File: config.mk
export PLATFORM = sky130hd
export DESIGN_NAME = control_miscare_param
export DESIGN_NICKNAME = d
export VERILOG_FILES = /design/src/rtl/control_miscare_param.sv
export SDC_FILE = /design/constraint.sdc
export NUM_CORES = 1
export LEC_CHECK = 0
export BUFFER_PORTS_ARGS = -buffer_cell sky130_fd_sc_hd__buf_2
export CAP_MARGIN = 40
export CORE_AREA = 2 2 88 90
export CTS_BUF_LIST = sky130_fd_sc_hd__clkbuf_8 sky130_fd_sc_hd__clkbuf_16
export DETAILED_ROUTE_END_ITERATION = 10
export DIE_AREA = 0 0 90 92
export GPL_TIMING_DRIVEN = 1
export PLACE_DENSITY = 0.64
export SLEW_MARGIN = 10
export SYNTH_ARGS = -nofsm -noshare
export SYNTH_HDL_FRONTEND = slang
export SYNTH_SLANG_ARGS = --single-unit
File: constraint.sdc
create_clock -name clk -period 4.5 [get_ports clk]
set_input_delay 0.225 -clock clk [delete_from_list [all_inputs] [get_ports clk]]
set_output_delay 0.225 -clock clk [all_outputs]
set_load 0.01 [all_outputs]
File: src/rtl/control_miscare_param.sv
// control_miscare_param: clocked motion controller for the line-follower car.
// Synchronises an N-sensor line array and runs an INACTIV/URMARIRE/CAUTARE/FINAL FSM.
// The FSM drives direction codes and duty-compare values for both motor drivers.
// A debounced lap counter stops the car according to the selected circuit mode.
// Optional feature macro: RAMPA_PWM_EN. When defined, rising duty values slew by +1 per clock.
// Latency from a senzori change to the outputs is 3 clocks:
//   2 clocks of synchroniser plus 1 registered output stage.
module control_miscare_param #(
  parameter int              NR_SENZORI   = 5,
  parameter int              DC_W         = 12,
  parameter logic [DC_W-1:0] DC_MAX       = 12'h999,
  parameter logic [DC_W-1:0] DC_CORECTIE  = 12'h400,
  parameter int              DEBOUNCE_CIC = 16,
  parameter int              TIMEOUT_CIC  = 50000,
  parameter int              TURE_CURBE   = 10,
  parameter int              TURE_W       = 8
) (
  input  logic                  clk,
  input  logic                  rst_n,
  input  logic [NR_SENZORI-1:0] senzori,
  input  logic [1:0]            circuit,
  output logic [1:0]            directie_driverA,
  output logic [1:0]            directie_driverB,
  output logic [DC_W-1:0]       factor_dc_driverA,
  output logic [DC_W-1:0]       factor_dc_driverB,
  output logic                  semnal_dreapta,
  output logic                  semnal_stanga,
  output logic                  stop,
  output logic                  tact_count,
  output logic [TURE_W-1:0]     count_ture,
  output logic [2:0]            stare
);

  localparam int C     = (NR_SENZORI - 1) / 2;
  localparam int DEB_W = $clog2(DEBOUNCE_CIC + 1);
  localparam int TMO_W = $clog2(TIMEOUT_CIC + 1);

  localparam logic [1:0] DIR_FWD   = 2'b10;
  localparam logic [1:0] DIR_BRAKE = 2'b00;
  localparam logic [1:0] DIR_REV   = 2'b01;

  // Encoding of the remembered deviation side.
  localparam logic [1:0] PARTE_NIMIC   = 2'b00;
  localparam logic [1:0] PARTE_DREAPTA = 2'b01;
  localparam logic [1:0] PARTE_STANGA  = 2'b10;

  typedef enum logic [2:0] {
    INACTIV  = 3'd0,
    URMARIRE = 3'd1,
    CAUTARE  = 3'd2,
    FINAL    = 3'd3
  } stare_t;

  stare_t                  st, nxt;
  logic [NR_SENZORI-1:0]   s1, s2;
  logic                    dev_dr, dev_st, centru, fin;
  logic                    oprire;
  logic [1:0]              parte, parte_nxt;
  logic [TMO_W-1:0]        tmo;
  logic [DEB_W-1:0]        deb;
  logic [1:0]              tgt_dir_a, tgt_dir_b;
  logic [DC_W-1:0]         tgt_dc_a, tgt_dc_b;
  logic                    tgt_stop;

  assign stare = st;

  // Two-flop synchroniser for the asynchronous sensor array.
  always_ff @(posedge clk or negedge rst_n) begin
    if (!rst_n) begin
      s1 <= '0;
      s2 <= '0;
    end else begin
      s1 <= senzori;
      s2 <= s1;
    end
  end

  // Sensor decode on the synchronised array.
  // Index 0 is the outermost right sensor; the highest index is the outermost left sensor.
  always_comb begin
    dev_dr = |s2[C-1:1];
    dev_st = |s2[NR_SENZORI-2:C+1];
    centru = s2[C];
    fin    = s2[0] & s2[NR_SENZORI-1] & dev_dr & dev_st;
  end

  // Next state and output targets. Outputs are computed from the state being entered,
  // so the registered outputs always match the registered state.
  always_comb begin
    nxt       = st;
    parte_nxt = parte;
    tgt_dir_a = DIR_BRAKE;
    tgt_dir_b = DIR_BRAKE;
    tgt_dc_a  = '0;
    tgt_dc_b  = '0;
    tgt_stop  = 1'b1;
    // Stop rule uses the already-updated lap count, so it acts the cycle after a lap.
    oprire = ((circuit == 2'b01) && (count_ture != '0)) ||
             ((circuit == 2'b10) && (count_ture >= TURE_W'(TURE_CURBE)));

    case (st)
      INACTIV:  if (circuit != 2'b00) nxt = URMARIRE;
      URMARIRE: begin
        if (oprire)                             nxt = FINAL;
        else if (!centru && !dev_dr && !dev_st) nxt = CAUTARE;
      end
      CAUTARE: begin
        if (oprire)                                  nxt = FINAL;
        else if (centru || dev_dr || dev_st)         nxt = URMARIRE;
        else if (tmo == TMO_W'(TIMEOUT_CIC - 1))     nxt = FINAL;
      end
      FINAL:    nxt = FINAL;
      default:  nxt = INACTIV;
    endcase
    if (circuit == 2'b00) nxt = INACTIV;

    case (nxt)
      URMARIRE: begin
        tgt_stop  = 1'b0;
        tgt_dir_a = DIR_FWD;
        tgt_dir_b = DIR_FWD;
        tgt_dc_a  = DC_MAX;
        tgt_dc_b  = DC_MAX;
        // A single-sided deviation slows the wheel on that side.
        // Both sides set (finish line or all-high) means drive straight.
        if (dev_dr && !dev_st) begin
          tgt_dc_a  = DC_CORECTIE;
          parte_nxt = PARTE_DREAPTA;
        end else if (dev_st && !dev_dr) begin
          tgt_dc_b  = DC_CORECTIE;
          parte_nxt = PARTE_STANGA;
        end
      end
      CAUTARE: begin
        tgt_stop = 1'b1;
        tgt_dc_a = DC_MAX;
        tgt_dc_b = DC_MAX;
        if (parte == PARTE_DREAPTA) begin
          tgt_dir_a = DIR_REV;
          tgt_dir_b = DIR_FWD;
        end else if (parte == PARTE_STANGA) begin
          tgt_dir_a = DIR_FWD;
          tgt_dir_b = DIR_REV;
        end else begin
          tgt_dir_a = DIR_FWD;
          tgt_dir_b = DIR_FWD;
          tgt_dc_a  = DC_CORECTIE;
          tgt_dc_b  = DC_CORECTIE;
        end
      end
      INACTIV:  parte_nxt = PARTE_NIMIC;
      default:  parte_nxt = parte;
    endcase
  end

  // FSM state, search timeout and all registered motion outputs.
  always_ff @(posedge clk or negedge rst_n) begin
    if (!rst_n) begin
      st                <= INACTIV;
      parte             <= PARTE_NIMIC;
      tmo               <= '0;
      directie_driverA  <= DIR_BRAKE;
      directie_driverB  <= DIR_BRAKE;
      factor_dc_driverA <= '0;
      factor_dc_driverB <= '0;
      stop              <= 1'b1;
      semnal_dreapta    <= 1'b0;
      semnal_stanga     <= 1'b0;
    end else begin
      st               <= nxt;
      parte            <= parte_nxt;
      tmo              <= (st == CAUTARE && nxt == CAUTARE) ? tmo + TMO_W'(1) : '0;
      directie_driverA <= tgt_dir_a;
      directie_driverB <= tgt_dir_b;
      stop             <= tgt_stop;
      semnal_dreapta   <= s2[0];
      semnal_stanga    <= s2[NR_SENZORI-1];
`ifdef RAMPA_PWM_EN
      factor_dc_driverA <= (tgt_dc_a > factor_dc_driverA) ? factor_dc_driverA + DC_W'(1) : tgt_dc_a;
      factor_dc_driverB <= (tgt_dc_b > factor_dc_driverB) ? factor_dc_driverB + DC_W'(1) : tgt_dc_b;
`else
      factor_dc_driverA <= tgt_dc_a;
      factor_dc_driverB <= tgt_dc_b;
`endif
    end
  end

  // Lap counter: a lap counts once the finish pattern has lasted DEBOUNCE_CIC cycles.
  // The debounce counter then holds until the pattern drops, giving one lap per crossing.
  always_ff @(posedge clk or negedge rst_n) begin
    if (!rst_n) begin
      deb        <= '0;
      count_ture <= '0;
      tact_count <= 1'b0;
    end else if (circuit == 2'b00) begin
      deb        <= '0;
      count_ture <= '0;
      tact_count <= 1'b0;
    end else begin
      tact_count <= 1'b0;
      if (!fin) begin
        deb <= '0;
      end else if (deb != DEB_W'(DEBOUNCE_CIC)) begin
        deb <= deb + DEB_W'(1);
        if (deb == DEB_W'(DEBOUNCE_CIC - 1)) begin
          tact_count <= 1'b1;
          if (count_ture != '1) count_ture <= count_ture + TURE_W'(1);
        end
      end
    end
  end

endmodule
# Yosys cells after proc, flatten, opt, wreduce, memory -nomap -nowiden
# Index checks and enable logic that the tools add are counted.
[classes]
add_sub_neg = 3
magnitude_cmp = 1
n_eq_ne = 15
muxes = 37
bitwise = 3
n_reduce_logical = 25
[op_table]
columns = ["operator", "count"]
rows = [
  ["two-way mux 12 bit", 5],
  ["one-hot mux 12 bit (2 select lines)", 2],
  ["two-way mux 8 bit", 5],
  ["two-way mux 3 bit", 7],
  ["adder 16 x 1 -> 16 bit (second input constant)", 1],
  ["== test 16 bit (second input constant)", 1],
  ["two-way mux 16 bit", 1],
  ["two-way mux 5 bit", 3],
  ["one-hot mux 2 bit (2 select lines)", 3],
  ["one-hot mux 3 bit (4 select lines)", 1],
  ["nonzero test 2 bit", 6],
  ["two-way mux 2 bit", 5],
  ["== test 3 x 2 -> 1 bit (second input constant)", 3],
  ["adder 8 x 1 -> 8 bit (second input constant)", 1],
  ["greater-or-equal comparator 8 x 4 -> 1 bit (second input constant)", 1],
  ["!= test 8 bit (second input constant)", 1],
  ["nonzero test 8 bit", 1],
  ["logical AND 1 bit", 7],
  ["== test 3 x 1 -> 1 bit (second input constant)", 2],
  ["logical NOT 3 bit", 2],
  ["adder 5 x 1 -> 5 bit (second input constant)", 1],
  ["== test 5 x 4 -> 1 bit (second input constant)", 1],
  ["two-way mux 1 bit", 5],
  ["!= test 5 bit (second input constant)", 1],
  ["other kinds (10)", 18],
]
[word_totals]
ff_bits = 76
input_bits = 9
output_inout_bits = 43
wordCells = 99

# Depth between registers and ports, before layout
[logic_depth]
word_depth = 10
ltp_mapped = 9
mapped_depth_nobuf = 8

# Worst setup path before layout
# Ideal clock, no wire load.
[synth_path]
kind = "reg2reg"
startpoint = "reg count_ture[0]"
endpoint = "reg factor_dc_driverA[8]"
setup_ns = 0.083
arrival_ns = 2.201
required_time_ns = 4.417
setup_slack_ns = 2.216
path_stages_with_launch = 10
n_path_buf = 1
synth_period_minus_slack_ns = 2.284
cell_sequence = "dfrtp_1 inv_1 ha_1 nor3_2 o32ai_2 nor2_2 o311a_4 or4b_1 buf_2 o22ai_1"
[synth_via]
elab_chain_len = 8
elab_cells_between_ends = 12
classes_between = "1 x order compare; 2 x eq/ne; 5 x mux; 4 x reduce/logical"
[synth_lines]
columns = ["item", "line", "text"]
rows = [
  ["start, declared", "30", "output logic [TURE_W-1:0] count_ture,"],
  ["start signal, assigned", "207", "if (count_ture != '1) count_ture <= count_ture + TURE_W'(1);"],
  ["greater-or-equal comparator 8 x 4 -> 1 bit / nonzero test 8 bit (equally long branches)", "99, 98", ""],
  ["logical AND 1 bit, on equally long branches", "99, 98", ""],
  ["logical OR 1 bit (*)", "98", "oprire = ((circuit == 2'b01) && (count_ture != '0)) ||"],
  ["two-way mux 3 bit, on equally long branches", "108, 104", ""],
  ["one-hot mux 3 bit (4 select lines) (*)", "101", "case (st)"],
  ["two-way mux 3 bit (*)", "115", "if (circuit == 2'b00) nxt = INACTIV;"],
  ["== test 3 x 2 -> 1 bit / == test 3 x 1 -> 1 bit (equally long branches)", "117", "case (nxt)"],
  ["one-hot mux 12 bit (2 select lines) (*)", "117", ""],
  ["end signal, assigned", "182", "factor_dc_driverA <= tgt_dc_a;"],
  ["end, declared", "24", "output logic [DC_W-1:0] factor_dc_driverA,"],
]
# Every way passes the cells marked *; elsewhere a longest branch is shown, timed or not.
# A chain may end at the register's enable or synchronous reset.

# Worst setup path after layout
# Ends and elaborated chain as after synthesis.

==> results by group <==
Run status
  – Status: complete, no violations

Synth
  – Avg Inst Size Synth: about 11 um2
  – Top cell type's share of synthesized area: between 50 and 60%
  – Yosys reg bits: 56
  – EDFF count, synth: 0
  – Synth unique cells: between 40 and 50
  – Top_reg_cell synth: dfrtp_1
  – Syn Inst Count: 258
  – Most instantiated cells after synthesis: dfrtp_1 (55), nor2_1 (42), buf_4 (21)
  – Post-synthesis async set-or-reset flop share: 100%
  – Most numerous cell in the Yosys netlist: dfrtp_1
  – Area leader, netlist: dfrtp_1
  – Mapped Area: 2710 um2
  – Yosys warning count: 0
  – Top post-synthesis cells by area: dfrtp_1 (51%), buf_4 (5.8%), nor2_1 (5.8%)
  – Seq/Total Area, Yosys: approximately 52%

Routing
  – WL per Instance: 12.0 um
  – DR vias/cell: about 4.7
  – DR vias: 1838
  – Drt first pass iters: 4
  – Drt drc: 0
  – Final WL: about 4700 um
  – Initial DRC Count: 89
  – Antenna Violating Nets Remaining: 0

STA
  – Final period util: 53.5%
  – RSZ-0062 raised after global routing: false
  – Tmin final: 2.41 ns
  – Max-slew violations: 0
  – Setup TNS: 0 ns
  – Final hold vios: 0
  – Fmax: 0.415 GHz
  – Final WS setup: 2.09 ns
  – Slew headroom: 53.6%
  – Final setup violation count: 0
  – Worst-margin pin slew: 0.696 ns
  – Skew final: 0.00933 ns

CTS
  – Setup bufs post-CTS: 0
  – CTS root buf: clkbuf_8
  – Clk pin slew, worst setup/hold paths: 0.10 ns
  – Clk buf depth: 2
  – CTS tree: built
  – Htree depth: 2
  – CTS buffer count: 5
  – Hold-fix buffers, CTS: 0
  – Post-cts resize count: 0
  – CTS sink cnt: 56
  – Clock latency at the later pin of the worst-skew pair: 0.31 ns

Placed design
  – # port buffers: 41
  – Gpl congestion: a little under 0.8
  – Pre-CTS WS: 2.14 ns
  – DP Wirelength: 3390 um

Pwr
  – Pwr dens: 284 nW/um2
  – Leakage power: 1.36 nW
  – VDD IR-drop max: 0.128 mV

Worst setup path
  – CP Class: flop to flop
  – Worst Path Max Fanout: 8
  – Worst reg2reg setup slack: 2.09 ns
  – Reg-to-reg startpoint: count_ture[0]
  – Startpoint Class: flop
  – CP required: 4.73 ns
  – Worst reg2reg path endpoint: factor_dc_driverA[8]
  – Worst path arrival time: 2.63 ns
  – Worst Reg-to-Reg Cells: 8
  – Crit end category: flop

Min path
  – Hold Path Stages: 1
  – Hold path startpoint: senzori[0]
  – Hold WC Path Type: input pin to flop
  – Hold Path Sink: s1[0]

Global routing
  – Initial antenna violation count: 0
  – Vias in the first global route: 1725
  – Pin count of the biggest net entering global routing: 57
  – First-pass GRT wire length: 8030 um
  – Total track usage: 11.8%
  – Global route overflow: 0

Final layout
  – Diode count: 0
  – Core Util, Final: 40.3%
  – Layout cells sized above 1: 20.5%
  – Area Growth Syn to Fin: 10.6%
  – Nets@finish: 310

Floorplan
  – Starting Density: 36.4%
  – Die area: 8280 um2
  – I/O pins: 52
  – Chip Width: 90 um
  – Die Y: 92 um
  – Core footprint: 7450 um2
  – Rows: 32

Job
  – Maxcap violations: 0
layer usage:
metal | up-vias | global-route usage [%] | share of wire [%]
met5 | - | 0 | 0
met4 | 0 | 3.46 | 0.98
met3 | 5 | 2.63 | 3.8
met2 | 36 | 19.5 | 46
met1 | 893 | 15.6 | 49
li1 | 904 | - | -
cell families (layout without fill, tap and decap cells):
group	Yosys count	after routing	share of synthesized area (%)
multiplexers	1	1	0.369
buffers and inverters	38	62	8.26
flip-flops	56	56	51.7
AO/OA/AOI/OAI	25	25	7.38
XOR/XNOR	25	25	8.07
other	1	11	0.138
AND/OR/NAND/NOR	102	102	19.5
adder cells (fa/ha/maj)	10	10	4.61
power breakdown:
| group | total, W | switching [W] | internal (W) |
|---|---|---|---|
| clock | 0.000268 | 0.000161 | 0.000107 |
| combinational | 0.0000589 | 0.0000381 | 0.0000208 |
| sequential | 0.000523 | 0.00000945 | 0.000514 |
cell type report:
| type | count | area [um2] |
|---|---|---|
| Inverter | 11 | 41.3 |
| Fill cell | 745 | 4450 |
| Clock buffer | 5 | 68.8 |
| Sequential cell | 56 | 1400 |
| Multi-Input combinational cell | 174 | 1120 |
| Tap cell | 102 | 128 |
| Clock inverter | 3 | 16.3 |
| Timing Repair Buffer | 43 | 220 |
flip-flops by register name (all words and copies together) (netlist names), 2 cells and up:
| name | count |
|---|---|
| tmo | 16 |
| count_ture | 8 |
| deb | 5 |
| s1 | 5 |
| s2 | 5 |
| stare | 3 |
| directie_driverA | 2 |
| directie_driverB | 2 |
| factor_dc_driverA | 2 |
| factor_dc_driverB | 2 |
| parte | 2 |
layout by cell type (no fill, tap or decap), types with 2 or more instances in the layout:
cell / Yosys / final
ha_1: 10 / 10
nor2_1: 42 / 42
o211ai_1: 2 / 2
o22ai_1: 2 / 2
a22o_1: 2 / 2
buf_4: 21 / 2
and3_1: 7 / 7
and2_1: 2 / 2
nand3_1: 9 / 9
nand2b_1: 3 / 3
a21oi_1: 5 / 5
xor2_1: 7 / 7
clkbuf_8: 0 / 5
inv_1: 11 / 12
and4_1: 2 / 2
nor4_2: 3 / 3
nor3_2: 2 / 2
a32o_1: 2 / 2
o2111ai_1: 3 / 3
xnor2_1: 18 / 18
o21ai_0: 3 / 3
o21ai_1: 2 / 2
conb_1: 1 / 11
nor2b_1: 2 / 2
nand2_1: 11 / 11
buf_2: 2 / 41
nor3_1: 7 / 7
nand4_1: 6 / 6
dfrtp_1: 55 / 55
how the worst max path moves through the flow:
| stage | from | to |
|---|---|---|
| final | count_ture[0] | factor_dc_driverA[8] |
| after global routing | count_ture[0] | factor_dc_driverA[8] |
| after CTS | count_ture[0] | factor_dc_driverA[8] |
| after detailed placement | count_ture[0] | factor_dc_driverA[8] |
| after global placement | count_ture[0] | factor_dc_driverA[8] |
| after floorplan | count_ture[0] | factor_dc_driverA[8] |
metrics by stage:
step / instances / hold slack [ns] / total power (W) / cell area, um2
6_report: 394 / 0.0183 / 0.000851 / 3000
5_1_grt: 394 / 0.00381 / 0.000893 / 3000
4_1_cts: 394 / 0.0118 / 0.000864 / 3000
3_5_place_dp: 386 / 0.334 / 0.000594 / 2920
3_3_place_gp: 385 / 0.333 / 0.000592 / 2910
2_1_floorplan: 268 / -0.0706 / 0.000575 / 2750
critical path, cell delays in order, from the launching register on:
cell	delay, ns
dfrtp_1	0.41
inv_1	0.12
ha_1	0.18
nor3_2	0.05
o32ai_2	0.33
nor2_2	0.10
o311a_4	0.40
or4b_1	0.56
o22ai_1	0.16
No activity file was read; power rests on OpenSTA's default activity.
